===== src/rtl/keypad_pkg.sv =====
// Shared key codes, FSM state encoding and display selects for the keypad
// operand-entry path.
package keypad_pkg;

    localparam logic [3:0] KEY_PLUS = 4'hA;
    localparam logic [3:0] KEY_EQ   = 4'hB;
    localparam logic [3:0] KEY_CLR  = 4'hC;

    typedef enum logic [1:0] {
        ENTER_A,
        ENTER_B,
        ADD,
        SHOW
    } entry_state_t;

    localparam logic [1:0] DISP_A   = 2'd0;
    localparam logic [1:0] DISP_B   = 2'd1;
    localparam logic [1:0] DISP_SUM = 2'd2;

    // Codes 0-9 are decimal digits; everything above is a command or unused.
    function automatic logic is_digit(input logic [3:0] code);
        return (code <= 4'd9);
    endfunction

endpackage


===== src/rtl/bcd_digit_adder.sv =====
// Single-digit BCD adder: binary add, then +6 correction when the raw sum
// leaves the decimal range. Operands are assumed to be valid BCD digits.
module bcd_digit_adder (
    input  logic [3:0] i_a,
    input  logic [3:0] i_b,
    input  logic       i_cin,
    output logic [3:0] o_s,
    output logic       o_cout
);

    logic [4:0] w_raw;

    assign w_raw = {1'b0, i_a} + {1'b0, i_b} + {4'b0000, i_cin};

    // Decimal correction: raw 10..19 wraps into 0..9 with a carry out.
    always_comb begin
        o_s    = w_raw[3:0];
        o_cout = 1'b0;
        if (w_raw > 5'd9) begin
            o_s    = 4'(w_raw + 5'd6);
            o_cout = 1'b1;
        end
    end

endmodule


===== src/rtl/operand_entry.sv =====
// Keypad operand entry: collects two packed-BCD operands from digit keys and
// adds them digit-serially (one BCD digit per cycle) when '=' is pressed.
module operand_entry
    import keypad_pkg::*;
#(
    parameter int N_DIGITS = 3
) (
    input  logic                      clk,
    input  logic                      rst,
    input  logic [3:0]                key_code,
    input  logic                      key_valid,
    output logic [4*N_DIGITS-1:0]     operand_a,
    output logic [4*N_DIGITS-1:0]     operand_b,
    output logic [4*(N_DIGITS+1)-1:0] sum,
    output logic                      sum_valid,
    output logic                      busy,
    output logic [1:0]                display_sel
);

    localparam int W  = 4*N_DIGITS;
    localparam int CW = $clog2(N_DIGITS+1);

    entry_state_t           r_state;
    entry_state_t           w_state_nxt;
    logic                   r_kv_q;
    logic [W-1:0]           r_a;
    logic [W-1:0]           r_b;
    logic [W+3:0]           r_sum;
    logic [CW-1:0]          r_cnt;
    logic                   r_carry;
    logic                   r_sum_valid;

    logic                   w_key_ev;
    logic                   w_is_digit;
    logic                   w_room;
    logic                   w_clear;
    logic                   w_shift_a;
    logic                   w_shift_b;
    logic                   w_go_b;
    logic                   w_start_add;
    logic                   w_add_step;
    logic                   w_add_last;
    logic                   w_restart;
    logic [3:0]             w_a_dig;
    logic [3:0]             w_b_dig;
    logic [3:0]             w_s_dig;
    logic                   w_cout;

    // One event per press: only the rising edge of key_valid counts.
    assign w_key_ev   = key_valid & ~r_kv_q;
    assign w_is_digit = is_digit(key_code);
    assign w_room     = (r_cnt < CW'(N_DIGITS));

    // Select the operand digits for the current add position.
    always_comb begin
        w_a_dig = 4'd0;
        w_b_dig = 4'd0;
        for (int i = 0; i < N_DIGITS; i++) begin
            if (r_cnt == CW'(i)) begin
                w_a_dig = r_a[4*i +: 4];
                w_b_dig = r_b[4*i +: 4];
            end
        end
    end

    bcd_digit_adder u_digit_add (
        .i_a    (w_a_dig),
        .i_b    (w_b_dig),
        .i_cin  (r_carry),
        .o_s    (w_s_dig),
        .o_cout (w_cout)
    );

    // State register.
    always_ff @(posedge clk or negedge rst) begin
        if (!rst) r_state <= ENTER_A;
        else      r_state <= w_state_nxt;
    end

    // Next-state and datapath control decode; key events in ADD are dropped.
    always_comb begin
        w_state_nxt = r_state;
        w_clear     = 1'b0;
        w_shift_a   = 1'b0;
        w_shift_b   = 1'b0;
        w_go_b      = 1'b0;
        w_start_add = 1'b0;
        w_add_step  = 1'b0;
        w_add_last  = 1'b0;
        w_restart   = 1'b0;
        case (r_state)
            ENTER_A: begin
                if (w_key_ev) begin
                    if (key_code == KEY_CLR) begin
                        w_clear = 1'b1;
                    end else if (w_is_digit) begin
                        w_shift_a = 1'b1;
                    end else if (key_code == KEY_PLUS) begin
                        w_go_b      = 1'b1;
                        w_state_nxt = ENTER_B;
                    end else if (key_code == KEY_EQ) begin
                        w_start_add = 1'b1;
                        w_state_nxt = ADD;
                    end
                end
            end
            ENTER_B: begin
                if (w_key_ev) begin
                    if (key_code == KEY_CLR) begin
                        w_clear     = 1'b1;
                        w_state_nxt = ENTER_A;
                    end else if (w_is_digit) begin
                        w_shift_b = 1'b1;
                    end else if (key_code == KEY_EQ) begin
                        w_start_add = 1'b1;
                        w_state_nxt = ADD;
                    end
                end
            end
            ADD: begin
                w_add_step = 1'b1;
                if (r_cnt == CW'(N_DIGITS-1)) begin
                    w_add_last  = 1'b1;
                    w_state_nxt = SHOW;
                end
            end
            SHOW: begin
                if (w_key_ev) begin
                    if (key_code == KEY_CLR) begin
                        w_clear     = 1'b1;
                        w_state_nxt = ENTER_A;
                    end else if (w_is_digit) begin
                        w_restart   = 1'b1;
                        w_state_nxt = ENTER_A;
                    end
                end
            end
            default: w_state_nxt = ENTER_A;
        endcase
    end

    // Operand shift registers, digit-serial sum accumulation and done pulse.
    always_ff @(posedge clk or negedge rst) begin
        if (!rst) begin
            r_kv_q      <= 1'b0;
            r_a         <= '0;
            r_b         <= '0;
            r_sum       <= '0;
            r_cnt       <= '0;
            r_carry     <= 1'b0;
            r_sum_valid <= 1'b0;
        end else begin
            // Edge register keeps tracking in every state so a key held
            // through ADD does not fire once ADD ends.
            r_kv_q      <= key_valid;
            r_sum_valid <= 1'b0;
            if (w_clear) begin
                r_a     <= '0;
                r_b     <= '0;
                r_sum   <= '0;
                r_cnt   <= '0;
                r_carry <= 1'b0;
            end else if (w_shift_a) begin
                // Full operand: extra digits are ignored, not wrapped.
                if (w_room) begin
                    r_a   <= (r_a << 4) | W'(key_code);
                    r_cnt <= r_cnt + 1'b1;
                end
            end else if (w_shift_b) begin
                if (w_room) begin
                    r_b   <= (r_b << 4) | W'(key_code);
                    r_cnt <= r_cnt + 1'b1;
                end
            end else if (w_go_b) begin
                r_cnt <= '0;
            end else if (w_start_add) begin
                // '=' straight from A adds A + 0.
                if (r_state == ENTER_A) r_b <= '0;
                r_sum   <= '0;
                r_cnt   <= '0;
                r_carry <= 1'b0;
            end else if (w_add_step) begin
                for (int i = 0; i < N_DIGITS; i++) begin
                    if (r_cnt == CW'(i)) r_sum[4*i +: 4] <= w_s_dig;
                end
                r_carry <= w_cout;
                r_cnt   <= r_cnt + 1'b1;
                if (w_add_last) begin
                    r_sum[W +: 4] <= {3'b000, w_cout};
                    r_sum_valid   <= 1'b1;
                end
            end else if (w_restart) begin
                // A digit after a result starts a new calculation with it.
                r_a     <= W'(key_code);
                r_b     <= '0;
                r_sum   <= '0;
                r_cnt   <= CW'(1);
                r_carry <= 1'b0;
            end
        end
    end

    // Display select follows the state; ADD keeps showing B.
    always_comb begin
        display_sel = DISP_A;
        case (r_state)
            ENTER_A: display_sel = DISP_A;
            ENTER_B: display_sel = DISP_B;
            ADD:     display_sel = DISP_B;
            SHOW:    display_sel = DISP_SUM;
            default: display_sel = DISP_A;
        endcase
    end

    assign operand_a = r_a;
    assign operand_b = r_b;
    assign sum       = r_sum;
    assign sum_valid = r_sum_valid;
    assign busy      = (r_state == ADD);

endmodule


===== config.mk =====
export PLATFORM = sky130hd
export DESIGN_NAME = operand_entry
export DESIGN_NICKNAME = d
export VERILOG_FILES = /design/src/rtl/keypad_pkg.sv /design/src/rtl/bcd_digit_adder.sv /design/src/rtl/operand_entry.sv
export SDC_FILE = /design/constraint.sdc
export NUM_CORES = 1
export LEC_CHECK = 0
export CORE_MARGIN = 5
export CORE_UTILIZATION = 52
export CTS_CLUSTER_SIZE = 12
export DETAILED_ROUTE_END_ITERATION = 10
export HOLD_SLACK_MARGIN = 0.06
export PLACE_DENSITY = 0.8
export RECOVER_POWER = 100
export SLEW_MARGIN = 20
export SYNTH_ARGS = -nofsm -noshare
export SYNTH_HDL_FRONTEND = slang
export SYNTH_SLANG_ARGS = --single-unit

===== constraint.sdc =====
create_clock -name clk -period 4.75 [get_ports clk]
set_clock_uncertainty 0.05 [all_clocks]
set_input_delay 0.7125 -clock clk [delete_from_list [all_inputs] [get_ports clk]]
set_output_delay 0.7125 -clock clk [all_outputs]
set_load 0.02 [all_outputs]

==> results.json, run 1 <==
{
  "first_global_vias": 2215,
  "globalRoute.totalOverflow": 0,
  "netlist_top_cells_count": "44 x sky130_fd_sc_hd__dfrtp_1, 32 x sky130_fd_sc_hd__nand2_1, 21 x sky130_fd_sc_hd__o21ai_0",
  "power.share.clock": 0.168,
  "fin_area_sq_mm": 0.00319,
  "crit_arrival_ns": 4.06,
  "postRouteAntennaNets": 0,
  "synth.ff_latch_count": 44,
  "cap_viol_max_count": 2,
  "grt_use_total": 0.213,
  "detailedPlacementHpwl_um": 4820,
  "power_density_mw_per_mm2": 458,
  "hold_class": "reg2reg",
  "place.port_buffers": 47,
  "clock_tree.buffer_depth": 2,
  "synthesis.area_sq_mm": 0.00267,
  "timing.critical_path.required_ns": 4.89,
  "p_int_w": 0.000839,
  "postSynthAreaPerCell_sq_um": 9.83,
  "synth_async_sr_flop_share": 1.00,
  "power_leakage_nw": 1.52,
  "ir_worst_vdd_v": 0.000262,
  "clock.fmax_mhz": 255,
  "synthToLayoutAreaGrowth_pct": 19.7,
  "yosys-top-cells-area": "sky130_fd_sc_hd__dfrtp_1 41%, sky130_fd_sc_hd__ha_1 6.6%, sky130_fd_sc_hd__a22o_1 5.3%",
  "setup-violations-final": 0,
  "shortest_clock_period_the_worst_path_allows_after_layout_ns": 3.92,
  "post-synth-top-count-cell": "sky130_fd_sc_hd__dfrtp_1",
  "cts.repair_timing.setup_buffer_count": 0,
  "startpoint_type": "primary input",
  "initialDrtViolationCount": 159,
  "drt-pass1-iter-count": 4,
  "avgViaCountPerCell": 5.92,
  "htree_num_levels": 2,
  "num-fill-cells": 441,
  "post-synth-top-area-cell": "sky130_fd_sc_hd__dfrtp_1",
  "cts-hold-fix-buffers": 0,
  "seq_area_sq_mm": 0.00110,
  "routed_wire_length_per_instance_um": 17.0,
  "relSlewSlack": -0.588,
  "die_w_um": 81.6,
  "violations_in_the_final_reports": "capacitance limit, slew limit",
  "power_switching_share": 0.426,
  "p_seq_frac": 0.364,
  "routabilityCongestion": 0.833,
  "placementRows": 26,
  "yosysUniqueCellTypes": 56,
  "cts_tree": "yes",
  "placement.cell_area_sq_mm": 0.00315,
  "maximum_number_of_pins_on_one_net_before_global_route_repair": 45,
  "pwr-share-comb": 0.469,
  "core_region_area_sq_mm": 0.00504,
  "pre_cts_ws_ns": 1.05,
  "final_critical_path_setup_slack_ns": 0.828,
  "die_h_um": 81.6,
  "grt_pass1_wl_um": 10900,
  "gate_count_of_the_mapped_netlist": 271,
  "route.vias.total": 2272,
  "routed_wirelength_um": 6530,
  "grt_setup_unrepaired": "false",
  "totalNegativeSetupSlack_ns": 0,
  "die_area_sq_mm": 0.00666,
  "final_net_count": 336,
  "power_spent_charging_and_discharging_nets_w": 0.000622,
  "multi_input_gate_area_in_the_final_layout_sq_mm": 0.00137,
  "synth-seq-area-share": 0.413,
  "synth-edff-count": 0,
  "floorplan.initialDensity": 0.529,
  "worstSetupPathType": "in2reg",
  "num_antenna_cells": 0,
  "final.hold.worst_slack_ns": 0.445,
  "timing.final.max_slew_violations": 68,
  "cts.repair.resized": 0,
  "tightest_slew_ns": 2.38,
  "cts_root_buffer_type": "sky130_fd_sc_hd__clkbuf_8",
  "worst_skew_pair.late_latency_ns": 0.30,
  "cts_buffers": 5,
  "crit_path_end_kind": "flip-flop",
  "clock_sink_count": 44,
  "antenna_found_initial": 0,
  "synth.yosys.warnings": 0,
  "drive_gt1_frac": 0.0541,
  "io-pin-count": 51,
  "outcome": "complete, but fails checks",
  "synth_top_area_share": 0.413,
  "prevailing_post_synth_register_cell": "sky130_fd_sc_hd__dfrtp_1",
  "share_of_the_cycle_needed_by_the_critical_path_after_routing": 0.826,
  "cp_max_fo": 22,
  "drcViolationCount": 0,
  "cts.reportedPaths.clkPinSlew_ns": 0.08,
  "finalHoldViolCount": 0
}
## worst paths after layout
check                               end  cells past startpoint         from  slack, ns
setup / recovery           operand_a[1]                      5  key_code[1]       0.83
hold / removal                   sum[7]                      1       sum[7]       0.44
setup reg to reg                 sum[5]                     14     r_cnt[0]       0.94
hold reg to reg                  sum[7]                      1       sum[7]       0.44
max in group asynchronous       sum[10]                      1          rst       2.22
min in group asynchronous       sum[12]                      1          rst       1.08
## layer usage
| layer | GRT usage | up-vias | wire, um | part of all wire |
|---|---|---|---|---|
| li1 | - | 1076 | - | - |
| met1 | 0.283 | 1074 | 2750 | 0.42 |
| met2 | 0.342 | 103 | 3170 | 0.49 |
| met3 | 0.0417 | 19 | 449 | 0.069 |
| met4 | 0.0897 | 0 | 160 | 0.025 |
| met5 | 0 | - | 0 | 0 |
## layout make-up
cell class,instances,area share
clock inverters,1,0.00235
well taps,70,0.0275
inverters,19,0.0224
flip-flops and latches,44,0.345
clock buffers,7,0.0271
multi-input cells,196,0.430
repair buffers,47,0.145
## critical path: stages
cell	delay (ns)
sky130_fd_sc_hd__dlygate4sd3_1	0.75
sky130_fd_sc_hd__o21a_1	0.30
sky130_fd_sc_hd__nor3_1	0.21
sky130_fd_sc_hd__o31ai_1	1.63
sky130_fd_sc_hd__mux2_2	0.45
## state kept, by name, indices dropped and copies added, names as in the netlist
| signal | flops |
|---|---|
| sum | 13 |
| r_cnt | 2 |
| operand_b | 12 |
| sum_valid | 1 |
| r_state | 2 |
| r_kv_q | 1 |
| r_carry | 1 |
| operand_a | 12 |
## power by group through the flow
stage | clock network (W) | registers, W | logic (W)
floorplan | 0 | 0.000595 | 0.000404
global placement | 0 | 0.000540 | 0.000708
detailed placement | 0 | 0.000541 | 0.000727
CTS | 0.000250 | 0.000534 | 0.000733
global route | 0.000271 | 0.000543 | 0.000750
finish | 0.000245 | 0.000531 | 0.000685
## cell usage in the layout, fill, tap and decap left out, drive strengths merged, types with 5 or more instances in the layout
cell type,n
o31ai,5
a21oi,18
and3,5
mux2,6
nand3,6
dfrtp,44
o2bb2ai,7
nor2,12
ha,14
o21ai,21
inv,19
dlygate4sd3,43
a22o,16
nand2,32
clkbuf,8
## per-stage QoR
step / std cells / power [W] / util
2_1_floorplan: 273 / 0.00100 / -
3_3_place_gp: 376 / 0.00125 / 0.623
3_5_place_dp: 376 / 0.00127 / 0.625
4_1_cts: 384 / 0.00152 / 0.644
5_1_grt: 384 / 0.00156 / 0.633
6_report: 384 / 0.00146 / 0.633
## kinds of logic after synthesis
family	share of synthesized area
other	0.00141
muxes	0.0394
buffers and inverters	0.0578
DFF	0.413
and+or+nand+nor	0.154
xor gates and xnor gates	0.00329
AOI/OAI and AO/OA	0.250
adders and majority gates	0.0808
Power figures use the tool's default switching activity.
==> inputs of run 2 (changes only) <==
- CORE_UTILIZATION: 52 -> 47
- PLACE_DENSITY: 0.8 -> 0.76
- clock period: 4.75 -> 3.6 ns (I/O delays scaled with it)
==> run 2 against run 1 <==
  * The flow still finishes with violations (capacitance limit, slew limit)
  * Via count rose by 1.1%
  * Flip-flop and latch count stayed put
  * Combinational power up 42%
  * Power grew 34%
  * Largest power group unchanged
==> results.json, run 2 (same netlist as run 1, synthesis figures left out) <==
{
  "hold_class": "reg2reg",
  "drt-pass1-iter-count": 4,
  "largest_reg_flops": 13,
  "cap_viol_max_count": 1,
  "worst_skew_pair.late_latency_ns": 0.30,
  "fin_total_pwr_w": 0.00196,
  "final_util": 0.599,
  "path_common_cell": "sky130_fd_sc_hd__nor2_1",
  "ir_worst_vdd_v": 0.000319,
  "timing.rr.end": "sum[1]",
  "critPathLaunch": "r_cnt[1]",
  "drive_gt1_frac": 0.105,
  "final_net_count": 347,
  "outcome": "complete, but fails checks",
  "crit_arrival_ns": 3.53,
  "maximum_number_of_pins_on_one_net_before_global_route_repair": 45,
  "violations_in_the_final_reports": "capacitance limit, slew limit",
  "routabilityCongestion": 0.938,
  "slowest_delay_ns": 0.46,
  "timing.critical_path.required_ns": 3.73,
  "worstSetupPathType": "reg2reg",
  "globalRoute.totalOverflow": 0,
  "routed_wirelength_um": 6660,
  "crit_family": "adder cells",
  "r2r_cells": 15,
  "power_leakage_nw": 1.57,
  "hold_path_depth": 1,
  "cp_max_fo": 7,
  "placement.cell_area_sq_mm": 0.00322,
  "layout_commonest_cell": "sky130_fd_sc_hd__dfrtp_1",
  "die_area_sq_mm": 0.00728,
  "antenna_found_initial": 0,
  "power_density_mw_per_mm2": 595,
  "core_region_area_sq_mm": 0.00551,
  "share_of_the_cycle_needed_by_the_critical_path_after_routing": 0.945,
  "timing.final.max_slew_violations": 45,
  "relSlewSlack": -0.532,
  "synthToLayoutAreaGrowth_pct": 23.8,
  "clock_tree.buffer_depth": 2,
  "shortest_clock_period_the_worst_path_allows_after_layout_ns": 3.40,
  "tightest_slew_ns": 2.30,
  "mostFrequentLayoutCells": "44 x sky130_fd_sc_hd__dfrtp_1, 43 x sky130_fd_sc_hd__dlygate4sd3_1, 32 x sky130_fd_sc_hd__nand2_1, 21 x sky130_fd_sc_hd__o21ai_0",
  "cts_tree": "yes",
  "ff_to_ff_setup_slack_ns": 0.20,
  "route.vias.total": 2297,
  "htree_num_levels": 2,
  "placementRows": 27,
  "fin_area_sq_mm": 0.00330,
  "critical_register_to_register_path_startpoint": "r_cnt[1]",
  "place.port_buffers": 47,
  "finalHoldViolCount": 0,
  "initialDrtViolationCount": 148,
  "cell_with_the_biggest_individual_delay_on_the_critical_path": "sky130_fd_sc_hd__fa_1",
  "io-pin-count": 51,
  "final_critical_path_setup_slack_ns": 0.198,
  "startpoint_type": "flip-flop",
  "cts.reportedPaths.clkPinSlew_ns": 0.08,
  "cts_buffers": 5,
  "clock_sink_count": 44,
  "postRouteAntennaNets": 0,
  "hold-path-endpoint": "sum[6]",
  "die_w_um": 85.3,
  "grt_use_total": 0.187,
  "num_antenna_cells": 0,
  "clock.fmax_mhz": 294,
  "detailedPlacementHpwl_um": 4990,
  "grt_pass1_wl_um": 11100,
  "worstHoldStart": "sum[6]",
  "floorplan.initialDensity": 0.484,
  "cp.buffers_inverters": 3,
  "die_h_um": 85.3,
  "final.hold.worst_slack_ns": 0.438,
  "first_global_vias": 2278,
  "setup-violations-final": 0,
  "pre_cts_ws_ns": 0.0439,
  "crit_path_end_kind": "flip-flop",
  "drcViolationCount": 0,
  "avgViaCountPerCell": 5.80,
  "routed_wire_length_per_instance_um": 16.8,
  "cts_root_buffer_type": "sky130_fd_sc_hd__clkbuf_8",
  "worstPathCellList": "inv_1 > ha_4 > inv_1 > nor2_1 > a22oi_1 > nor2_1 > a21oi_1 > fa_1 > fa_1 > xor2_2 > nor2_1 > a2111oi_2 > a2111oi_2 > buf_4 > a22o_1"
}
[run 2: cell types whose count changed in the layout (fill, tap and decap cells not counted), sizes merged]
cell	delta
buf	+9
clkbuf	+1
clkinv	+1
clkinvlp	-1
[run 2: through the flow]
| step | instances | TNS (ns) |
|---|---|---|
| 2_1_floorplan | 273 | 0 |
| 3_3_place_gp | 388 | 0 |
| 3_5_place_dp | 388 | 0 |
| 4_1_cts | 395 | 0 |
| 5_1_grt | 396 | -0.0864 |
| 6_report | 396 | 0 |
[run 2: worst register-to-register path, stage by stage, from the launching register on]
cell	delay [ns]
sky130_fd_sc_hd__dfrtp_1	0.42
sky130_fd_sc_hd__inv_1	0.17
sky130_fd_sc_hd__ha_4	0.19
sky130_fd_sc_hd__inv_1	0.06
sky130_fd_sc_hd__nor2_1	0.14
sky130_fd_sc_hd__a22oi_1	0.08
sky130_fd_sc_hd__nor2_1	0.11
sky130_fd_sc_hd__a21oi_1	0.07
sky130_fd_sc_hd__fa_1	0.46
sky130_fd_sc_hd__fa_1	0.44
sky130_fd_sc_hd__xor2_2	0.22
sky130_fd_sc_hd__nor2_1	0.09
sky130_fd_sc_hd__a2111oi_2	0.40
sky130_fd_sc_hd__a2111oi_2	0.06
sky130_fd_sc_hd__buf_4	0.16
sky130_fd_sc_hd__a22o_1	0.18
[run 2: what timing repair did]
action / 4_1_cts / 5_1_grt
hold buffers: 0 / 0
resized for setup: 0 / 8
buffers inserted: 0 / 1
setup endpoints to repair: 0 / 9
[run 2: metal layers]
metal	GRT usage	part of all wire	vias up
met5	0	0	-
met4	0.0547	0.012	0
met3	0.0408	0.051	8
met2	0.317	0.50	69
met1	0.239	0.43	1129
li1	-	-	1091
[run 2: worst max-delay path by stage]
| stage | to | depth (start not counted) |
|---|---|---|
| floorplan | sum[5] | 12 |
| global placement | sum[5] | 14 |
| detailed placement | sum[1] | 14 |
| CTS | sum[1] | 14 |
| global route | sum[1] | 15 |
| finish | sum[1] | 15 |
[run 2: cell type report]
cell class	instances	area, sq um
Clock buffer	6	72.6
Clock inverter	1	5.00
Sequential cell	44	1100
Timing Repair Buffer	58	539
Tap cell	72	90.1
Fill cell	451	2210
Multi-Input combinational cell	196	1420
Inverter	19	71.3
[run 2: power by group]
group	switching, W	internal, W	total, W
combinational	0.000573	0.000400	0.000972
clock	0.000158	0.000132	0.000290
sequential	0.000105	0.000595	0.000700
==> inputs of run 3 (changes only) <==
- CORE_UTILIZATION: 47 -> 52
- PLACE_DENSITY: 0.76 -> 0.8
- clock period: 3.6 -> 3.65 ns (I/O delays scaled with it)
==> run 3 against run 2 <==
  * The run still ends with capacitance limit, slew limit left
  * Design area increased by 0.61%
  * Sequential share of layout area down 0.20 points
  * Flip-flop and latch count unchanged
  * Combinational power shrank 3.4%
  * Die area down 8.5%
  * Clock-buffer cell count grew 1
  * Core utilization increased by 5.9 points
  * Via count up 1.8%
  * Hold slack gained 0.0099 ns
  * Sequential power fell by 0.9%
  * Maximum frequency decreased by 0.39%
  * Register-to-register slack improved by 0.04 ns
  * Critical path type unchanged
  * Largest power group unchanged
  * Highest routed layer unchanged
==> results.json, run 3 (same netlist as run 1, synthesis figures left out) <==
{
  "timing.final.max_slew_violations": 45,
  "postRouteAntennaNets": 0,
  "route.vias.total": 2339,
  "totalNegativeSetupSlack_ns": 0,
  "seq_area_sq_mm": 0.00110,
  "relSlewSlack": -0.548,
  "die_area_sq_mm": 0.00666,
  "power_leakage_nw": 1.57,
  "num_antenna_cells": 0,
  "drive_gt1_frac": 0.0906,
  "cts.reportedPaths.clkPinSlew_ns": 0.08,
  "num-fill-cells": 415,
  "avgViaCountPerCell": 6.00,
  "placementRows": 26,
  "grt_use_total": 0.222,
  "critical_register_to_register_path_startpoint": "r_cnt[0]",
  "path_common_cell": "sky130_fd_sc_hd__nor2_1",
  "final_util": 0.658,
  "worstHoldStart": "sum[10]",
  "floorplan.initialDensity": 0.529,
  "gr-max-usage-layer": "met2",
  "hold_path_depth": 1,
  "cts.repair_timing.setup_buffer_count": 0,
  "crit_family": "adder cells",
  "final_net_count": 342,
  "routed_wire_length_per_instance_um": 17.4,
  "drcViolationCount": 0,
  "finalHoldViolCount": 0,
  "globalRoute.totalOverflow": 0,
  "cp_max_fo": 7,
  "clock.fmax_mhz": 293,
  "tightest_slew_ns": 2.32,
  "maximum_number_of_pins_on_one_net_before_global_route_repair": 45,
  "initialDrtViolationCount": 153,
  "worst_skew_pair.late_latency_ns": 0.30,
  "die_w_um": 81.6,
  "cts_tree": "yes",
  "cts_root_buffer_type": "sky130_fd_sc_hd__clkbuf_8",
  "routed_wirelength_um": 6800,
  "layout_commonest_cell": "sky130_fd_sc_hd__dfrtp_1",
  "hold_class": "reg2reg",
  "dp_cells": 382,
  "slowest_delay_ns": 0.46,
  "first_global_vias": 2250,
  "die_h_um": 81.6,
  "largest_reg_flops": 13,
  "timing.critical_path.required_ns": 3.79,
  "power_density_mw_per_mm2": 616,
  "crit_arrival_ns": 3.56,
  "crit_path_end_kind": "flip-flop",
  "synthToLayoutAreaGrowth_pct": 24.5,
  "cp.buffers_inverters": 2,
  "grtUsageMet3": 0.0439,
  "grt_setup_unrepaired": "false",
  "met1_usage": 0.296,
  "place.port_buffers": 47,
  "grt_pass1_wl_um": 11400,
  "violations_in_the_final_reports": "capacitance limit, slew limit",
  "critPathLaunch": "r_cnt[0]",
  "cap_viol_max_count": 1,
  "setup-violations-final": 0,
  "drt-pass1-iter-count": 4,
  "io-pin-count": 51,
  "clock_tree.buffer_depth": 2,
  "worstSetupPathType": "reg2reg",
  "global_route.usage.met2": 0.372,
  "detailedPlacementHpwl_um": 5010,
  "outcome": "complete, but fails checks",
  "r2r_cells": 14,
  "cell_with_the_biggest_individual_delay_on_the_critical_path": "sky130_fd_sc_hd__fa_1",
  "cts_buffers": 5,
  "core_region_area_sq_mm": 0.00504,
  "path_depth": 14,
  "mostFrequentLayoutCells": "44 x sky130_fd_sc_hd__dfrtp_1, 43 x sky130_fd_sc_hd__dlygate4sd3_1, 32 x sky130_fd_sc_hd__nand2_1, 21 x sky130_fd_sc_hd__o21ai_0, 19 x sky130_fd_sc_hd__inv_1",
  "worstPathCellList": "inv_1 > ha_2 > inv_1 > nor2_1 > a22oi_1 > nor2_1 > a21oi_1 > fa_1 > fa_1 > xor2_1 > nor2_1 > a2111oi_4 > a2111oi_4 > a22o_1",
  "routabilityCongestion": 0.892,
  "shortest_clock_period_the_worst_path_allows_after_layout_ns": 3.42,
  "multi_input_gate_area_in_the_final_layout_sq_mm": 0.00143,
  "startpoint_type": "flip-flop",
  "htree_num_levels": 2,
  "antenna_found_initial": 0,
  "final-instance-count-excl-fill": 390,
  "clock_sink_count": 44,
  "final.hold.worst_slack_ns": 0.448,
  "share_of_the_cycle_needed_by_the_critical_path_after_routing": 0.936,
  "ir_worst_vdd_v": 0.000360
}
-- run 3: cell count changes in the layout (fill, tap and decap cells not counted), sizes merged --
cell,delta
buf,-5
bufinv,+1
clkbuf,+1
clkinv,-1
-- run 3: path summary, 6_finish.rpt --
kind / endpoint / slack, ns
hold / removal: sum[10] / 0.45
setup reg to reg: sum[1] / 0.23
hold reg to reg: sum[10] / 0.45
setup / recovery: sum[1] / 0.23
max in group asynchronous: operand_b[0] / 1.34
min in group asynchronous: r_state[0] / 0.88
-- run 3: metal layers --
layer	wire length, um	share of wire
met1	2730	0.40
met2	3520	0.52
met3	480	0.071
met4	66	0.0097
met5	0	0
-- run 3: cell type report --
cell class | instances | share of cell area
Clock inverter | 1 | 0.00905
Sequential cell | 44 | 0.332
Inverter | 19 | 0.0215
Timing Repair Buffer | 53 | 0.151
Tap cell | 70 | 0.0264
Multi-Input combinational cell | 196 | 0.431
Clock buffer | 7 | 0.0290
-- run 3: power breakdown --
group	internal, W	switching (W)
clock network	0.000242	0.000170
logic	0.000374	0.000565
registers	0.000586	0.000107
-- run 3: per-stage QoR --
step           setup WS (ns)  power (W)  instance area [sq um]
5_1_grt               0.0323    0.00218                   3320
2_1_floorplan          0.231    0.00130                   2670
6_report               0.234    0.00204                   3320
3_5_place_dp          0.0900    0.00167                   3190
4_1_cts               0.0695    0.00208                   3310
3_3_place_gp           0.244    0.00164                   3190
-- run 3: repair_timing --
item / in CTS / in global routing
hold endpoints to repair: 0 / 0
resized for setup: 0 / 8
endpoints found under the setup margin: 0 / 9
hold buffers: 0 / 0
